===== src/rtl/prog_ctr_seq.sv =====
// -----------------------------------------------------------------------------
// prog_ctr_seq
//   Program counter and program sequencer for the single-issue core. Programs
//   are launched one at a time, in order, from a packed entry-address table.
//   Each high pulse on Start requests the next program. The launch happens when
//   the pulse ends. While a program runs, the PC steps by one, branches
//   relative up or down, jumps to an absolute target, or holds on Stall. Halt
//   ends the program. When every table entry has been launched, the next
//   request parks the block in EXHAUSTED, and only Reset leaves that state.
//
// Ports
//   Clk        in   1      clock, all state changes on the rising edge
//   Reset      in   1      synchronous, active-high
//   Start      in   1      program request, level (launch on the falling edge)
//   Stall      in   1      hold the PC this cycle (RUN only)
//   BranchUp   in   1      PC <= PC - PCTarget
//   BranchDown in   1      PC <= PC + PCTarget
//   BranchAbs  in   1      PC <= AbsTarget
//   Halt       in   1      the current program has finished
//   PCTarget   in   OFFW   relative offset, unsigned magnitude
//   AbsTarget  in   L      absolute jump target
//   ProgCtr    out  L      PC register
//   ProgIdx    out  4      index of the current or last-launched program
//   Running    out  1      high in RUN
//   Done       out  1      high in DONE and EXHAUSTED
// -----------------------------------------------------------------------------
module prog_ctr_seq #(
    parameter int L     = 10,
    parameter int OFFW  = 8,
    parameter int NPROG = 4,
    parameter logic [NPROG*L-1:0] ENTRY_TABLE = {10'd800, 10'd639, 10'd190, 10'd0}
) (
    input  logic            Clk,
    input  logic            Reset,
    input  logic            Start,
    input  logic            Stall,
    input  logic            BranchUp,
    input  logic            BranchDown,
    input  logic            BranchAbs,
    input  logic            Halt,
    input  logic [OFFW-1:0] PCTarget,
    input  logic [L-1:0]    AbsTarget,
    output logic [L-1:0]    ProgCtr,
    output logic [3:0]      ProgIdx,
    output logic            Running,
    output logic            Done
);

    typedef enum logic [2:0] {
        IDLE      = 3'd0,
        ARMED     = 3'd1,
        RUN       = 3'd2,
        DONE      = 3'd3,
        EXHAUSTED = 3'd4
    } state_t;

    state_t         state_r;
    logic           start_r;
    logic [3:0]     launch_cnt_r;
    logic [L-1:0]   prog_ctr_r;
    logic [3:0]     prog_idx_r;
    logic           running_r;
    logic           done_r;

    logic           rise_s;
    logic           fall_s;
    logic [L-1:0]   offset_s;
    logic [L-1:0]   pc_next_s;
    logic [L-1:0]   entry_s;

    // Select an entry address from the packed table. An index past the table
    // returns 0. The caller never uses that value because it only reads the
    // table while launches remain.
    function automatic logic [L-1:0] entry_at(input logic [3:0] idx);
        logic [L-1:0] val;
        val = '0;
        for (int k = 0; k < NPROG; k++) begin
            val = (idx == 4'(k)) ? ENTRY_TABLE[k*L +: L] : val;
        end
        return val;
    endfunction

    // Detect the edges of Start against its registered copy.
    always_comb begin
        rise_s = !start_r && Start;
        fall_s = start_r && !Start;
    end

    // Entry address of the next program to launch.
    always_comb begin
        entry_s = entry_at(launch_cnt_r);
    end

    // Next PC while running. Halt and pre-emption are handled in the FSM,
    // because both leave the PC untouched.
    always_comb begin
        offset_s = L'(PCTarget);
        if (BranchAbs) begin
            pc_next_s = AbsTarget;
        end else if (BranchUp) begin
            pc_next_s = prog_ctr_r - offset_s;
        end else if (BranchDown) begin
            pc_next_s = prog_ctr_r + offset_s;
        end else if (Stall) begin
            pc_next_s = prog_ctr_r;
        end else begin
            pc_next_s = prog_ctr_r + L'(1);
        end
    end

    // Sequencer FSM. It also holds the PC and the registered status outputs.
    always_ff @(posedge Clk) begin
        if (Reset) begin
            state_r      <= IDLE;
            start_r      <= 1'b0;
            launch_cnt_r <= 4'd0;
            prog_ctr_r   <= '0;
            prog_idx_r   <= 4'd0;
            running_r    <= 1'b0;
            done_r       <= 1'b0;
        end else begin
            start_r <= Start;
            case (state_r)
                IDLE: begin
                    if (rise_s) begin
                        state_r <= ARMED;
                    end else begin
                        state_r <= IDLE;
                    end
                end
                ARMED: begin
                    if (fall_s) begin
                        if (launch_cnt_r < 4'(NPROG)) begin
                            state_r      <= RUN;
                            prog_ctr_r   <= entry_s;
                            prog_idx_r   <= launch_cnt_r;
                            launch_cnt_r <= launch_cnt_r + 4'd1;
                            running_r    <= 1'b1;
                        end else begin
                            state_r <= EXHAUSTED;
                            done_r  <= 1'b1;
                        end
                    end else begin
                        state_r <= ARMED;
                    end
                end
                RUN: begin
                    if (Halt) begin
                        state_r   <= DONE;
                        running_r <= 1'b0;
                        done_r    <= 1'b1;
                    end else if (rise_s) begin
                        // Pre-emption abandons the program. The PC is frozen
                        // at its current value while the new request is armed.
                        state_r   <= ARMED;
                        running_r <= 1'b0;
                    end else begin
                        prog_ctr_r <= pc_next_s;
                    end
                end
                DONE: begin
                    if (rise_s) begin
                        state_r <= ARMED;
                        done_r  <= 1'b0;
                    end else begin
                        state_r <= DONE;
                    end
                end
                EXHAUSTED: begin
                    state_r <= EXHAUSTED;
                end
                default: begin
                    // An illegal encoding falls back to a quiet idle state.
                    state_r   <= IDLE;
                    running_r <= 1'b0;
                    done_r    <= 1'b0;
                end
            endcase
        end
    end

    assign ProgCtr = prog_ctr_r;
    assign ProgIdx = prog_idx_r;
    assign Running = running_r;
    assign Done    = done_r;

endmodule


===== config.mk =====
export PLATFORM = sky130hd
export DESIGN_NAME = prog_ctr_seq
export DESIGN_NICKNAME = d
export VERILOG_FILES = /design/src/rtl/prog_ctr_seq.sv
export SDC_FILE = /design/constraint.sdc
export NUM_CORES = 1
export LEC_CHECK = 0
export BUFFER_PORTS_ARGS = -buffer_cell sky130_fd_sc_hd__buf_2
export CAP_MARGIN = 10
export CORE_UTILIZATION = 51
export CTS_BUF_LIST = sky130_fd_sc_hd__clkbuf_8
export CTS_CLUSTER_SIZE = 14
export DETAILED_ROUTE_END_ITERATION = 16
export PLACE_DENSITY = 0.79
export SLEW_MARGIN = 15
export SYNTH_ARGS = -nofsm -noshare
export SYNTH_HDL_FRONTEND = slang
export SYNTH_SLANG_ARGS = --single-unit

===== constraint.sdc =====
create_clock -name Clk -period 3.4 [get_ports Clk]
set_input_delay 0.68 -clock Clk [delete_from_list [all_inputs] [get_ports Clk]]
set_output_delay 0.68 -clock Clk [all_outputs]
set_load 0.01 [all_outputs]

==> Word level (Yosys, flattened, before mapping) <==
Index checks and enable logic that the tools add are counted.
{ "classes": {"n_addsub": 4, "order_cmp": 1, "eq_ne": 16, "muxes": 28, "n_bitwise": 2, "reduce_logical": 12} }
{ "op_table": {"columns": ["operator", "count"], "rows": [
  ["$mux 10", 10],
  ["$pmux 10 s2", 1],
  ["$pmux 3 s5", 1],
  ["$ne 2x2->1 const B", 7],
  ["$mux 3", 4],
  ["$add 10x1->10 const B", 1],
  ["$add 10x8->10", 1],
  ["$sub 10x8->10", 1],
  ["$eq 4x2->1 const B", 2],
  ["$mux 1", 8],
  ["$mux 8", 1],
  ["$eq 3x2->1 const B", 2],
  ["$reduce_and 6->1", 1],
  ["$ne 5x5->1 const B", 1],
  ["$reduce_and 5->1", 1],
  ["$add 4x1->4 const B", 1],
  ["$eq 4x1->1 const B", 1],
  ["$lt 4x3->1 const B", 1],
  ["$pmux 1 s4", 1],
  ["$reduce_and 4->1", 1],
  ["$eq 3x1->1 const B", 1],
  ["$eq 3x3->1 const B", 1],
  ["$logic_not 3->1", 1],
  ["$ne 3x3->1 const B", 1],
  ["9 further kinds", 12]
]} }
{ "totals": {"regBits": 24, "input_bits": 26} }

==> Longest topological paths before layout <==
{ "depth": {"word_depth": 8, "ltp_mapped": 13, "depth_no_buf": 12} }

==> Worst setup path after synthesis <==
No wires, ideal clock.
{ "synth_path": {"path_type": "input -> register", "from": "input port BranchDown", "to": "register prog_ctr_r[7] (netlist: ProgCtr[7])", "setup_ns": 0.134, "t_arrival_ns": 3.177, "t_required_ns": 3.266, "setup_slack_ns": 0.089, "stages": 12, "n_path_buf": 1, "cell_sequence": "clkbuf_1 nand2_1 ha_1 or4b_1 a31oi_1 o22ai_1 ha_1 a2111o_1 o21ai_0 xnor2_1 a221oi_1 a211oi_1"} }
{ "synth_via": {"elab_chain_len": 6} }
{ "synth_lines": {"columns": ["item", "line", "source"], "rows": [
  ["start: declaration", "38", "input logic BranchDown,"],
  ["$mux 10", "102", "end else if (BranchDown) begin"],
  ["$mux 10", "100", "end else if (BranchUp) begin"],
  ["$mux 10", "98", "if (BranchAbs) begin"],
  ["$mux 10", "152", "end else if (rise_s) begin"],
  ["$mux 10", "148", "if (Halt) begin"],
  ["$pmux 10 s2", "123", "case (state_r)"],
  ["end signal: assignment", "135", "prog_ctr_r <= entry_s;"],
  ["end signal: assignment", "158", "prog_ctr_r <= pc_next_s;"],
  ["end: declaration", "60", "logic [L-1:0] prog_ctr_r;"]
]} }
Parallel ways exist; a longest one is shown, timed or not. The select of a mux whose other input is x is not followed.
A chain may end at the register's enable or synchronous reset.

==> Worst setup path in the final report <==
Ends and elaborated chain as after synthesis.

==> metrics.txt <==
vias in the first global route 1644; total power 0.6913 mW; row count 21; R2R Setup Slk 900 ps; fin crit share 0.9094; die area 0.003967 mm²; global-route wire length before repair 7548 µm; status finished, final reports clean; Compound-Gate Fraction of Synth Area 0.3034; Cell Area, Synth 0.001897 mm²; clock latency on the worst-skew pair 270 ps; CP Launch Type input port; area of placed instances 0.002140 mm²; Synth cell types 53; H-tree levels 1; syn_nets 285; port bufs 41; Num CTS Buffers 3; Core Region 0.003442 mm²; commonest non-fill, non-tap cells in the layout 41 x buf_2, 26 x nor2_1, 24 x dfxtp_1, 20 x o21ai_0; proportion of synthesized chip area in sequential cells 0.2533; antenna cells 0; Clock transition at path regs 90 ps; syn_area_per_cell 7.742 µm²; worst hold margin 468.1 ps; commonest non-fill, non-tap cell in the layout buf_2; Power Dens Cells 315.0 mW/mm²; Setup Crit Path Kind in2reg; grt total ovfl 0; final worst slack 308.2 ps; hold buffers post-CTS 0; M2 GR Usage 0.3629; worst hold path class reg2reg; CP Capture Type register; Die Wd 62.99 µm; hold endpoint Done; prevailing post-synth register cell dfxtp_1; DP HPWL 3502 µm; final hold violations 0; Avg WL per Cell 13.88 µm; Setup TNS 0 ps; # IOs 42; Post-synth ARST share 0; R2R depth 6; drt via density 5.769; DRT Wirelength 4567 µm; met1 Use GR 0.3333; fraction of layout cells with a size suffix above 1 0.1908; Slew Viols, Final 0; fmax 323.4 MHz; number of gates resized after cts 0; post-route ant nets 0; Req. time, crit path 3550 ps; number of synthesis warnings 0; Syn-to-layout area delta 15.70%; initial DRC count 135; CTS Sinks 24; RSZ-0062 raised after global routing no; Post-synth EDFFs 0; Die H 62.99 µm; Arr. time, crit path 3240 ps; post-synthesis adder-cell area fraction 0.09631; post-route cell area 0.002195 mm²; total of max-cap violations 0; busiest grt layer met2; largest net degree at the start of global routing 19; GRT Overall Usage 0.2367; Final #Nets 324; drt drc 0; mux contribution to synthesized area 0.02111; initial antenna violation count 0; pre-CTS setup slack 38.57 ps; relative slew slack 0.5890; WHS Path Cells 1; fin crit period 3092 ps; worst-path fanout max 3; Initial Util 0.5511; CP startpoint BranchDown; 1st-pass router iterations 4; Synth Area in Simple Gates 0.2394; RR Startpoint state_r[1]; Worst-Margin Slew 613.8 ps; Vias 1898; GR Layer Usage met3 0.03102; Worst R2R End ProgCtr[8]; root buffer cell clkbuf_8; maximum root-to-sink buffer count 2; Peak VDD IR 0.0002094 V; min-delay src Done; leakage power 0.9583 nW; Setup Fix Bufs, Post-CTS 0; Finish-stage setup viols 0; Syn Inst Count 245; CTS tree yes; flops & latches, synth 24; clock skew 3.805 ps; Placer Congestion 0.8461; largest family of logic cells by synthesized area compound AO/OA/AOI/OAI gates; Post-Synth XOR/XNOR Area 0.04617
[kinds of logic (layout without fill, tap and decap cells)]
group	count (synthesis)	after routing
simple gates	89	89
compound gates	85	85
flops	24	24
buf+inv	19	57
fa+ha+maj	14	14
xor+xnor	10	10
mux	4	4
[synth_stat cells, types with 2 or more instances]
cell type | instances | area, µm²
nor2_1 | 26 | 97.59
dfxtp_1 | 24 | 480.5
o21ai_0 | 20 | 100.1
a21oi_1 | 17 | 85.08
nand2_1 | 17 | 63.81
ha_1 | 13 | 162.7
nor2b_1 | 10 | 62.56
inv_1 | 9 | 33.78
clkbuf_1 | 8 | 30.03
nand3_1 | 8 | 40.04
xnor2_1 | 8 | 70.07
nor3_1 | 7 | 35.03
a21o_1 | 6 | 45.04
a211oi_1 | 5 | 37.54
a31oi_1 | 5 | 31.28
mux2i_1 | 4 | 40.04
o21a_1 | 4 | 30.03
a221oi_1 | 3 | 26.28
a311oi_1 | 3 | 26.28
nand2b_1 | 3 | 18.77
nor2_2 | 3 | 18.77
o21ai_1 | 3 | 15.01
or4_1 | 3 | 22.52
nor3b_1 | 2 | 15.01
nor4_1 | 2 | 12.51
o211ai_1 | 2 | 15.01
o221ai_1 | 2 | 17.52
o22ai_1 | 2 | 12.51
xor2_1 | 2 | 17.52
[layout make-up]
type | count | area, µm²
multi-input cells | 202 | 1340
fillers | 318 | 1247
flip-flops and latches | 24 | 480.5
repair buffers | 44 | 227.7
well taps | 46 | 57.56
clock buffers | 4 | 55.05
inverters | 9 | 33.78
[layer usage]
metal  vias up  routed length, µm  share of wire
li1        983                  -              -
met4         0                 42         0.0092
met3         4                249          0.055
met1       850               2259           0.49
met2        61               2015           0.44
met5         -                  0              0
[registers in the layout, indices dropped and copies added (netlist names)]
name and count:
state_r 3, ProgCtr 10, launch_cnt_r 4, Done 1, ProgIdx 4, Running 1
start_r 1
[report_power, final]
group | internal, mW | total (mW) | leakage (nW) | switching [mW]
Sequential | 0.291 | 0.303 | 0.195 | 0.0120
Clock | 0.103 | 0.194 | 0.0288 | 0.0910
Combinational | 0.0840 | 0.194 | 0.735 | 0.110
Total | 0.478 | 0.691 | 0.958 | 0.213
[how the worst max path moves through the flow]
stage / endpoint / slack, ps
2_1_floorplan: ProgCtr[7] / 90
4_1_cts: ProgCtr[7] / 310
6_report: ProgCtr[7] / 310
5_1_grt: ProgCtr[7] / 120
3_5_place_dp: ProgCtr[7] / 40
3_3_place_gp: ProgCtr[7] / 90
[through the flow]
stage	utilization	instances
finish	0.6376	329
global route	0.6376	329
CTS	0.6376	329
detailed placement	0.6216	325
global placement	0.6216	325
floorplan	-	245
[critical path: stages]
cell and delay [ps]:
buf_2 100, nor2b_1 170, ha_1 180, or4b_1 460, a31oi_1 180, o22ai_1 100
ha_1 300, a2111o_1 350, o21ai_0 270, xnor2_1 110, a221oi_1 250, a211oi_1 80
No activity file was read; power rests on OpenSTA's default activity.
